==> src/rtl/bo_pkg.sv <==
//------------------------------------------------------------------------------
// bo_pkg : mux and ALU-op encodings shared by the bo datapath
// Revision: 1.0
//------------------------------------------------------------------------------
`default_nettype none

package bo_pkg;

  typedef enum logic [1:0] {
    SEL_RX = 2'b00,
    SEL_RS = 2'b01,
    SEL_RH = 2'b10,
    SEL_K  = 2'b11
  } sel_e;

  typedef enum logic [1:0] {
    WB_ALU  = 2'b00,
    WB_RX   = 2'b01,
    WB_ACC  = 2'b10,
    WB_ZERO = 2'b11
  } wb_e;

  typedef enum logic {
    OP_ADD = 1'b0,
    OP_MUL = 1'b1
  } op_e;

endpackage

`default_nettype wire

==> src/rtl/bo_if.sv <==
//------------------------------------------------------------------------------
// bo_if : controller strobes, operand input and result handshake of bo
// Revision: 1.0
//------------------------------------------------------------------------------
`default_nettype none

interface bo_if #(
  parameter int WIDTH = 8
);
  logic             LX;
  logic             LS;
  logic             LH;
  logic             H;
  logic [1:0]       M0;
  logic [1:0]       M1;
  logic [1:0]       M2;
  logic             flag;
  logic [WIDTH-1:0] x_in;
  logic [WIDTH-1:0] result;
  logic             result_ovf;
  logic             result_valid;
  logic             result_ready;
  logic             overrun;

  modport master (
    output LX, LS, LH, H, M0, M1, M2, flag, x_in, result_ready,
    input  result, result_ovf, result_valid, overrun
  );

  modport slave (
    input  LX, LS, LH, H, M0, M1, M2, flag, x_in, result_ready,
    output result, result_ovf, result_valid, overrun
  );
endinterface

`default_nettype wire

==> src/rtl/bo_alu.sv <==
//------------------------------------------------------------------------------
// bo_alu : operand muxes, add/multiply, writeback mux and overflow detect.
// BO_SATURATE_EN: clamp overflowing writeback to all-ones. Revision: 1.0
//------------------------------------------------------------------------------
`default_nettype none

module bo_alu
  import bo_pkg::*;
#(
  parameter int WIDTH = 8,
  parameter int K0    = 2,
  parameter int K1    = 5
) (
  input  wire logic [WIDTH-1:0] rx_i,
  input  wire logic [WIDTH-1:0] rs_i,
  input  wire logic [WIDTH-1:0] rh_i,
  input  wire logic             h_i,
  input  wire logic [1:0]       m0_i,
  input  wire logic [1:0]       m1_i,
  input  wire logic [1:0]       m2_i,
  output logic      [WIDTH-1:0] wb_o,
  output logic                  ovf_o
);

  localparam logic [WIDTH-1:0] C_K0 = WIDTH'(K0);
  localparam logic [WIDTH-1:0] C_K1 = WIDTH'(K1);

  logic [WIDTH-1:0]   w_a;
  logic [WIDTH-1:0]   w_b;
  logic [2*WIDTH-1:0] w_mul;
  logic [WIDTH:0]     w_add;
  logic [WIDTH:0]     w_acc;
  logic [WIDTH-1:0]   w_alu;
  logic               w_alu_ovf;
  logic [WIDTH-1:0]   w_wb;

  always_comb begin
    w_a = rx_i;
    case (sel_e'(m0_i))
      SEL_RX: w_a = rx_i;
      SEL_RS: w_a = rs_i;
      SEL_RH: w_a = rh_i;
      SEL_K:  w_a = C_K0;
    endcase
    w_b = rx_i;
    case (sel_e'(m1_i))
      SEL_RX: w_b = rx_i;
      SEL_RS: w_b = rs_i;
      SEL_RH: w_b = rh_i;
      SEL_K:  w_b = C_K1;
    endcase
  end

  assign w_mul = {{WIDTH{1'b0}}, w_a} * {{WIDTH{1'b0}}, w_b};
  assign w_add = {1'b0, w_a} + {1'b0, w_b};

  always_comb begin
    if (op_e'(h_i) == OP_MUL) begin
      w_alu     = w_mul[WIDTH-1:0];
      w_alu_ovf = |w_mul[2*WIDTH-1:WIDTH];
    end else begin
      w_alu     = w_add[WIDTH-1:0];
      w_alu_ovf = w_add[WIDTH];
    end
  end

  assign w_acc = {1'b0, w_alu} + {1'b0, rs_i};

  // Overflow only counts when the ALU result actually reaches the writeback.
  always_comb begin
    w_wb  = '0;
    ovf_o = 1'b0;
    case (wb_e'(m2_i))
      WB_ALU: begin
        w_wb  = w_alu;
        ovf_o = w_alu_ovf;
      end
      WB_RX: begin
        w_wb  = rx_i;
        ovf_o = 1'b0;
      end
      WB_ACC: begin
        w_wb  = w_acc[WIDTH-1:0];
        ovf_o = w_alu_ovf | w_acc[WIDTH];
      end
      WB_ZERO: begin
        w_wb  = '0;
        ovf_o = 1'b0;
      end
    endcase
  end

`ifdef BO_SATURATE_EN
  assign wb_o = ovf_o ? {WIDTH{1'b1}} : w_wb;
`else
  assign wb_o = w_wb;
`endif

endmodule

`default_nettype wire

==> src/rtl/bo.sv <==
//------------------------------------------------------------------------------
// bo : datapath with RX/RS/RH, sticky overflow and result capture handshake.
// BO_SATURATE_EN (in bo_alu): saturating writeback. Revision: 1.0
//------------------------------------------------------------------------------
`default_nettype none

module bo
  import bo_pkg::*;
#(
  parameter int WIDTH = 8,
  parameter int K0    = 2,
  parameter int K1    = 5
) (
  input wire logic clock,
  input wire logic reset,
  bo_if.slave      bus
);

  logic [WIDTH-1:0] rx_q, rx_d;
  logic [WIDTH-1:0] rs_q, rs_d;
  logic [WIDTH-1:0] rh_q, rh_d;
  logic             ovf_q, ovf_d;
  logic             flag_q;
  logic [WIDTH-1:0] result_q, result_d;
  logic             result_ovf_q, result_ovf_d;
  logic             valid_q, valid_d;
  logic             overrun_q, overrun_d;

  logic [WIDTH-1:0] w_wb;
  logic             w_wb_ovf;
  logic             w_capture;

  bo_alu #(
    .WIDTH (WIDTH),
    .K0    (K0),
    .K1    (K1)
  ) u_alu (
    .rx_i  (rx_q),
    .rs_i  (rs_q),
    .rh_i  (rh_q),
    .h_i   (bus.H),
    .m0_i  (bus.M0),
    .m1_i  (bus.M1),
    .m2_i  (bus.M2),
    .wb_o  (w_wb),
    .ovf_o (w_wb_ovf)
  );

  always_comb begin
    rx_d  = bus.LX ? bus.x_in : rx_q;
    rs_d  = bus.LS ? w_wb : rs_q;
    rh_d  = bus.LH ? w_wb : rh_q;
    ovf_d = ovf_q;
    if ((bus.LS || bus.LH) && w_wb_ovf) ovf_d = 1'b1;
    if (bus.LX) ovf_d = 1'b0;
  end

  assign w_capture = bus.flag && !flag_q;

  // A capture coinciding with a transfer reloads the buffer without a bubble.
  always_comb begin
    result_d     = result_q;
    result_ovf_d = result_ovf_q;
    valid_d      = valid_q;
    overrun_d    = overrun_q;
    if (w_capture) begin
      if (!valid_q || bus.result_ready) begin
        result_d     = rs_q;
        result_ovf_d = ovf_q;
        valid_d      = 1'b1;
      end else begin
        overrun_d = 1'b1;
      end
    end else if (valid_q && bus.result_ready) begin
      valid_d = 1'b0;
    end
  end

  // flag_q resets high so the controller's idle-high flag is not a capture.
  always_ff @(posedge clock) begin
    if (reset) begin
      rx_q         <= '0;
      rs_q         <= '0;
      rh_q         <= '0;
      ovf_q        <= 1'b0;
      flag_q       <= 1'b1;
      result_q     <= '0;
      result_ovf_q <= 1'b0;
      valid_q      <= 1'b0;
      overrun_q    <= 1'b0;
    end else begin
      rx_q         <= rx_d;
      rs_q         <= rs_d;
      rh_q         <= rh_d;
      ovf_q        <= ovf_d;
      flag_q       <= bus.flag;
      result_q     <= result_d;
      result_ovf_q <= result_ovf_d;
      valid_q      <= valid_d;
      overrun_q    <= overrun_d;
    end
  end

  assign bus.result       = result_q;
  assign bus.result_ovf   = result_ovf_q;
  assign bus.result_valid = valid_q;
  assign bus.overrun      = overrun_q;

endmodule

`default_nettype wire
==> src/flat_wrapper.sv <==
// flat-port wrapper written by rule: the top's interface ports become plain ports
module bo_flat import bo_pkg::*;
#(
  parameter int WIDTH = 8,
  parameter int K0    = 2,
  parameter int K1    = 5
)
  (clock, reset, bus_LX, bus_LS, bus_LH, bus_H, bus_M0, bus_M1, bus_M2, bus_flag, bus_x_in, bus_result_ready, bus_result, bus_result_ovf, bus_result_valid, bus_overrun);
  bo_if #(.WIDTH(WIDTH)) bus_i ();
  input wire logic clock;
  input wire logic reset;
  input wire logic [$bits(bus_i.LX)-1:0] bus_LX;
  input wire logic [$bits(bus_i.LS)-1:0] bus_LS;
  input wire logic [$bits(bus_i.LH)-1:0] bus_LH;
  input wire logic [$bits(bus_i.H)-1:0] bus_H;
  input wire logic [$bits(bus_i.M0)-1:0] bus_M0;
  input wire logic [$bits(bus_i.M1)-1:0] bus_M1;
  input wire logic [$bits(bus_i.M2)-1:0] bus_M2;
  input wire logic [$bits(bus_i.flag)-1:0] bus_flag;
  input wire logic [$bits(bus_i.x_in)-1:0] bus_x_in;
  input wire logic [$bits(bus_i.result_ready)-1:0] bus_result_ready;
  output wire logic [$bits(bus_i.result)-1:0] bus_result;
  output wire logic [$bits(bus_i.result_ovf)-1:0] bus_result_ovf;
  output wire logic [$bits(bus_i.result_valid)-1:0] bus_result_valid;
  output wire logic [$bits(bus_i.overrun)-1:0] bus_overrun;
  assign bus_i.LX = bus_LX;
  assign bus_i.LS = bus_LS;
  assign bus_i.LH = bus_LH;
  assign bus_i.H = bus_H;
  assign bus_i.M0 = bus_M0;
  assign bus_i.M1 = bus_M1;
  assign bus_i.M2 = bus_M2;
  assign bus_i.flag = bus_flag;
  assign bus_i.x_in = bus_x_in;
  assign bus_i.result_ready = bus_result_ready;
  assign bus_result = bus_i.result;
  assign bus_result_ovf = bus_i.result_ovf;
  assign bus_result_valid = bus_i.result_valid;
  assign bus_overrun = bus_i.overrun;
  bo #(.WIDTH(WIDTH), .K0(K0), .K1(K1)) u_core (.clock(clock), .reset(reset), .bus(bus_i));
endmodule
==> config.mk <==
export PLATFORM = sky130hd
export DESIGN_NAME = bo_flat
export DESIGN_NICKNAME = d
export VERILOG_FILES = /design/src/rtl/bo_pkg.sv /design/src/rtl/bo_if.sv /design/src/rtl/bo_alu.sv /design/src/rtl/bo.sv /design/src/flat_wrapper.sv
export SDC_FILE = /design/constraint.sdc
export NUM_CORES = 1
export LEC_CHECK = 0
export CORE_ASPECT_RATIO = 1.5
export CORE_MARGIN = 2
export CORE_UTILIZATION = 40
export CTS_CLUSTER_DIAMETER = 80
export DETAILED_ROUTE_END_ITERATION = 10
export GPL_TIMING_DRIVEN = 0
export PLACE_DENSITY_LB_ADDON = 0.25
export SLEW_MARGIN = 20
export SYNTH_ARGS = -nofsm -noshare
export SYNTH_HDL_FRONTEND = slang
export SYNTH_HIERARCHICAL = 1
export SYNTH_SLANG_ARGS = --single-unit
export TNS_END_PERCENT = 20
==> constraint.sdc <==
create_clock -name clock -period 16.9 [get_ports clock]
set_input_delay 3.38 -clock clock [delete_from_list [all_inputs] [get_ports clock]]
set_output_delay 3.38 -clock clock [all_outputs]
set_load 0.05 [all_outputs]
**After elaboration in Yosys (flattened, before gate mapping)**

Cells that the tools add are included.

- Output and inout port bits: 11
- Register bits: 37
- Word-level logic and storage cells: 50
- Memory bits (writable): 0
- ROM bits: 0
- Memories: 0
- Bits of input ports: 22
- Bits in latches: 0

- Reduce and logical (&&, ||, !) cells: 17
- Bitwise operators: 2
- Eq/ne operators: 10
- $add $sub $neg: 2
- Multiplexer cells: 9
- Shift-type cells: 0
- $mul: 1
- Order comparisons: 0
- Div/mod/pow operators: 0

Operator list:

| cell | number |
|---|---|
| 8-bit case mux with 4 select lines | 3 |
| 8-bit by 8-bit adder with 9-bit output | 2 |
| 8-bit by 8-bit multiplier with 16-bit output | 1 |
| 2-bit == test (second input constant) | 6 |
| 8-bit two-way mux | 1 |
| 8-bit OR reduction | 1 |
| 2-bit by 1-bit == test with 1-bit output (second input constant) | 3 |
| 2-bit logical NOT | 3 |
| 2-bit AND reduction | 3 |
| 1-bit two-way mux | 4 |
| 2-bit OR reduction | 2 |
| 1-bit logical AND | 3 |
| 1-bit case mux with 3 select lines | 1 |
| 1-bit logical NOT | 2 |
| 1-bit logical OR | 2 |
| 2-bit inequality test (second input constant) | 1 |
| 2-bit nonzero test | 1 |
| 1-bit inverter | 1 |
| 1-bit OR | 1 |

**Longest topological paths before layout**

Gate-level depths: netlist of run 1.

- Word-level depth: 8
- Depth in mapped cells: 28
- Depth with buffers taken out: 27

**Cells and area by module**

The synthesis of run 1 kept the hierarchy.

By module, submodules not included:

| module | cells each | sequential area each (µm²) | area an instance (µm²) | instances |
|---|---|---|---|---|
| bo_alu | 426 | 0.0 | 3240.6 | 1 |
| bo | 132 | 740.7 | 1371.3 | 1 |

**Worst setup path after synthesis of run 1**

No wires, ideal clock.

- Kind: input to register
- From: in bus_M1[0]
- To: reg u_core.ovf_q
- Cell stages on the path: 26
- Buffers on the path: 1
- Path slack: 8.355 ns
- Data required time: 16.773 ns
- Arrival time: 8.418 ns
- Cells stage by stage: clkbuf_1 -> nor2b_1 -> nand2_1 -> o21a_1 -> inv_1 -> ha_1 -> inv_1 -> fa_1 -> inv_1 -> ha_1 -> inv_1 -> fa_1 -> fa_1 -> inv_1 -> ha_1 -> o21ai_1 -> nor2_1 -> o21ai_0 -> o21a_1 -> ha_1 -> a21boi_0 -> o31ai_1 -> nand3_1 -> o31a_1 -> o21ai_1 -> a211oi_1

- Word-level cells in the longest chain between the ends: 8
- Elaborated cells on any way between the ends: 14
- Classes of those cells: 2 x add/sub; 1 x mul; 3 x eq/ne; 4 x mux; 1 x bitwise; 3 x reduce/logical

RTL lines:

| what | RTL line | text |
|---|---|---|
| from (decl) | flat_wrapper.sv:17 | `input wire logic [$bits(bus_i.M1)-1:0] bus_M1;` |
| 2-bit == test, or another cell as far along | bo_alu.sv:46 | `case (sel_e'(m1_i))` |
| 8-bit case mux with 4 select lines * | bo_alu.sv:46 |  |
| 8-bit by 8-bit multiplier with 16-bit output or 8-bit by 8-bit adder with 9-bit output (tied branches) | bo_alu.sv:54, bo_alu.sv:55 |  |
| 8-bit two-way mux or 8-bit OR reduction (tied branches) | bo_alu.sv:58, bo_alu.sv:60 |  |
| 8-bit by 8-bit adder with 9-bit output or 1-bit two-way mux (tied branches) | bo_alu.sv:67, bo_alu.sv:58 |  |
| 1-bit OR | bo_alu.sv:84 | `ovf_o = w_alu_ovf \| w_acc[WIDTH];` |
| 1-bit case mux with 3 select lines * | bo_alu.sv:73 | `case (wb_e'(m2_i))` |
| named net u_core.w_wb_ovf | bo.sv:30 | `logic w_wb_ovf;` |
| 1-bit logical AND * | bo.sv:54 | `if ((bus.LS \|\| bus.LH) && w_wb_ovf) ovf_d = 1'b1;` |
| to (signal assigned) | bo.sv:95 | `ovf_q <= ovf_d;` |
| to (decl) | bo.sv:22 | `logic ovf_q, ovf_d;` |

Mark *: on every way through the listed nets, which the timed path passes. The rest lies on a longest branch.
A chain may end at the register's enable or synchronous reset.

**Worst setup path in the final report of run 1**

- From: in bus_M0[0]
- To: reg u_core.ovf_q

- Word-level cells in the longest chain between the ends: 8
- Elaborated cells on any way between the ends: 14
- Classes of those cells: 2 x add/sub; 1 x mul; 3 x eq/ne; 4 x mux; 1 x bitwise; 3 x reduce/logical

RTL lines:

| what | RTL line | text |
|---|---|---|
| from (decl) | flat_wrapper.sv:16 | `input wire logic [$bits(bus_i.M0)-1:0] bus_M0;` |
| 2-bit == test, or another cell as far along | bo_alu.sv:39 | `case (sel_e'(m0_i))` |
| 8-bit case mux with 4 select lines * | bo_alu.sv:39 |  |
| 8-bit by 8-bit multiplier with 16-bit output or 8-bit by 8-bit adder with 9-bit output (tied branches) | bo_alu.sv:54, bo_alu.sv:55 |  |
| 8-bit two-way mux or 8-bit OR reduction (tied branches) | bo_alu.sv:58, bo_alu.sv:60 |  |
| 8-bit by 8-bit adder with 9-bit output or 1-bit two-way mux (tied branches) | bo_alu.sv:67, bo_alu.sv:58 |  |
| 1-bit OR | bo_alu.sv:84 |  |
| 1-bit case mux with 3 select lines * | bo_alu.sv:73 |  |
| named net u_core.w_wb_ovf | bo.sv:30 |  |
| 1-bit logical AND * | bo.sv:54 |  |

Marked as above.

==> impl_metrics.json, run 1 <==
{
  "synthArstFlopShare_pct": 0,
  "nNetsFinal": 699,
  "powerDensity_nw_per_um2": 51.0,
  "clk_path_buf_depth": 2,
  "clkTransAtPathRegs_ps": 50,
  "areaGrowthSynthToFinish_pct": 11.9,
  "synth_fa_ha_area_share_pct": 30.6,
  "crit_arrival_ps": 9860,
  "seqPwrFrac_pct": 36.1,
  "rsz0062_at_grt": "false",
  "hpwl_um": 9710,
  "postCtsSetupBuffers": 0,
  "irDropWorstVdd_mv": 0.0307,
  "path_max_fanout": 9,
  "ant_nets": 0,
  "synth_top_family_by_area": "adder cells",
  "required_ps": 17060,
  "track_usage_pct": 19.0,
  "ys_types": 55,
  "tightest_slew_ps": 772,
  "yosysMostFrequentCell": "inv_1",
  "setup_violations": 0,
  "tns_ps": 0,
  "skew_ps": 3.76,
  "wl_per_cell_um": 15.3,
  "drt-total-wl_um": 11300,
  "grt_overflow": 0,
  "antenna_found_initial": 0,
  "gp_congestion": 0.925,
  "fp.dieArea_um2": 12400,
  "p_comb_share_pct": 30.0,
  "p_switching_mw": 0.0866,
  "postSynthAreaPerCell_um2": 8.27,
  "clock-sinks": 37,
  "clk-insertion-delay-late_ps": 280,
  "status": "finished clean",
  "clockPowerShare_pct": 33.9,
  "ctsRootBufferMaster": "clkbuf_16",
  "hold_viol_final": 0,
  "r2r-start": "u_core/rx_q[3]",
  "synth-xor-area-share_pct": 3.04,
  "grt_max_degree": 13,
  "ff2ff_path_depth": 25,
  "grt_pass1_wl_um": 18800,
  "synth_compound_area_share_pct": 16.7,
  "hp-start": "u_core/ovf_q",
  "die_w_um": 91.7,
  "yosysTopAreaCell": "fa_1",
  "drv_slew": 0,
  "synthTopCellsByArea": "fa_1, dfxtp_1, ha_1",
  "drt_pass1_iterations": 4,
  "reg2reg_to": "u_core/ovf_q",
  "startpoint_type": "input pin",
  "synth_cells": 558,
  "dp_worst_setup_slack_ps": 6980,
  "fin_crit_ps": 9700,
  "hold_path_end": "u_core/ovf_q",
  "initial_core_util_pct": 40.6,
  "slew_headroom_pct": 48.6,
  "fp-row-count": 48,
  "synth_area_um2": 4610,
  "max_cap_viol_count": 0,
  "synth.top_cell.area_share_pct": 16.5,
  "h-tree-depth": 2,
  "setup_ws_ps": 7200,
  "p_int_mw": 0.177,
  "critPathCaptureType": "flip-flop",
  "core_um2": 11400,
  "ys_top_cells_by_count": "inv_1, nor2_1, ha_1",
  "r2r_slack_ps": 10560,
  "synthSimpleGateAreaFrac_pct": 15.0,
  "grt_pass1_vias": 3914,
  "yosysWarnings": 6,
  "worstSetupPathType": "input pin to flip-flop",
  "drive_above_1_share_pct": 6.12,
  "die_y_um": 136,
  "cts_buffers": 5,
  "yosysSeqAreaShare_pct": 16.1,
  "num_antenna_cells": 0,
  "finalCritPeriodShare_pct": 57.4,
  "p_sw_share_pct": 32.9,
  "ctsResizeCount": 0,
  "syn-num-nets": 670,
  "drtIter0Drc": 116,
  "synthMuxAreaShare_pct": 9.66,
  "viasPerCell": 5.25,
  "drc": 0,
  "cts_tree": "yes",
  "fill_cells": 1144,
  "io-pin-count": 33,
  "max_freq_ghz": 0.103,
  "dr_total_vias": 3873,
  "p_leak_nw": 2.45,
  "whs_path_depth": 2,
  "synth_flop_cell": "dfxtp_1",
  "ys_ff_latch": 37,
  "hold_path_class": "flip-flop to flip-flop",
  "postCtsHoldBufs": 0,
  "io_buffer_count": 22,
  "synth-edff-count": 0
}
==> routing by layer <==
layer | wire (um) | track usage, %
met5 | 0 | 0
met1 | 4320 | 20.4
met3 | 213 | 0.723
met4 | 400 | 8.92
met2 | 6320 | 37.5
==> stage by stage <==
stage               power, mW  instance area (um2)  hold WS [ps]  utilization [%]  instances
finish                  0.264                 5160           462             45.5        738
global route            0.279                 5160           480             45.5        738
CTS                     0.266                 5160           462             45.5        738
detailed placement      0.176                 5020           454             44.2        730
global placement        0.174                 5020           449             44.2        730
floorplan               0.154                 4610           434                -        558
==> power by group through the flow <==
| stage | clock network [mW] | logic, mW | registers [mW] |
|---|---|---|---|
| floorplan | 0 | 0.0569 | 0.0967 |
| CTS | 0.0913 | 0.0795 | 0.0951 |
| detailed placement | 0 | 0.0790 | 0.0970 |
| global route | 0.0950 | 0.0878 | 0.0957 |
| global placement | 0 | 0.0771 | 0.0968 |
| finish | 0.0893 | 0.0791 | 0.0952 |
==> cell usage in the layout (no fill, tap or decap), types with 5 or more instances in the layout <==
| master | synthesis | final |
|---|---|---|
| inv_1 | 83 | 83 |
| nor2_1 | 76 | 76 |
| ha_1 | 52 | 52 |
| nand2_1 | 42 | 42 |
| mux2i_1 | 40 | 40 |
| fa_1 | 38 | 38 |
| dfxtp_1 | 37 | 37 |
| a21oi_1 | 31 | 31 |
| clkdlybuf4s50_1 | 0 | 22 |
| o21ai_0 | 21 | 21 |
| o21ai_1 | 13 | 13 |
| xnor2_1 | 12 | 12 |
| clkbuf_1 | 9 | 9 |
| or3b_1 | 8 | 8 |
| nor2b_1 | 8 | 8 |
| a21o_1 | 7 | 7 |
| buf_2 | 6 | 6 |
| o21a_1 | 6 | 6 |
| and2_1 | 6 | 6 |
| clkbuf_16 | 0 | 5 |
==> how the worst max path moves through the flow <==
stage | from | endpoint | cells after the start
3_5_place_dp | bus_M0[0] | u_core/ovf_q | 26
3_3_place_gp | bus_M0[0] | u_core/ovf_q | 26
4_1_cts | bus_M0[0] | u_core/ovf_q | 26
5_1_grt | bus_M0[0] | u_core/ovf_q | 26
6_report | bus_M0[0] | u_core/ovf_q | 26
2_1_floorplan | bus_M1[0] | u_core/ovf_q | 26
==> final cells by class <==
type,instances,area (um2),share of cell area (%)
buffer,20,97.6,1.89
timing repair buffer,22,220,4.27
clock inverter,3,17.5,0.339
multi-input combinational,418,3460,67.1
tap,150,188,3.64
inverter,83,312,6.03
sequential,37,741,14.3
clock buffer,5,125,2.42
==> worst max-delay path: stages <==
cell,delay (ps)
clkbuf_1,390
nor2b_1,190
clkbuf_1,330
a21oi_1,300
inv_1,210
ha_1,210
inv_1,90
fa_1,570
inv_1,50
ha_1,270
inv_1,50
fa_1,520
fa_1,540
inv_1,40
ha_1,340
o21ai_1,90
nor2_1,100
o21ai_0,510
o21a_1,250
ha_1,270
a21boi_0,150
o31ai_1,430
nand3_1,120
o31a_1,300
o21ai_1,90
a211oi_1,80
==> state kept, by name (all words and copies together) (netlist names) <==
| name | count |
|---|---|
| u_core/bus.result_valid | 1 |
| u_core/bus.result_ovf | 1 |
| u_core/rs_q | 8 |
| u_core/flag_q | 1 |
| u_core/bus.result | 8 |
| u_core/rh_q | 8 |
| u_core/ovf_q | 1 |
| u_core/bus.overrun | 1 |
| u_core/rx_q | 8 |
==> kinds of logic after synthesis <==
family	after synthesis
flops	37
mux	44
simple gates	153
buf+inv	103
xor+xnor	16
compound gates	115
fa+ha+maj	90
(Power assumes the default switching activity.)
==> run 2, diff against run 1 <==
==> constraint.sdc (replaced) <==
create_clock -name clock -period 10 [get_ports clock]
set_input_delay 2 -clock clock [delete_from_list [all_inputs] [get_ports clock]]
set_output_delay 2 -clock clock [all_outputs]
set_load 0.05 [all_outputs]
==> results of run 2 <==
Same layout as run 1 (identical final DEF). Status: finished clean.
Main changes from that run: setup slack after placement 6980 ps -> 1460 ps; setup slack after layout 7200 ps -> 1680 ps; register-to-register setup slack 10560 ps -> 3660 ps; total power 0.264 mW -> 0.445 mW; worst IR drop on VDD 0.0307 mV -> 0.0518 mV
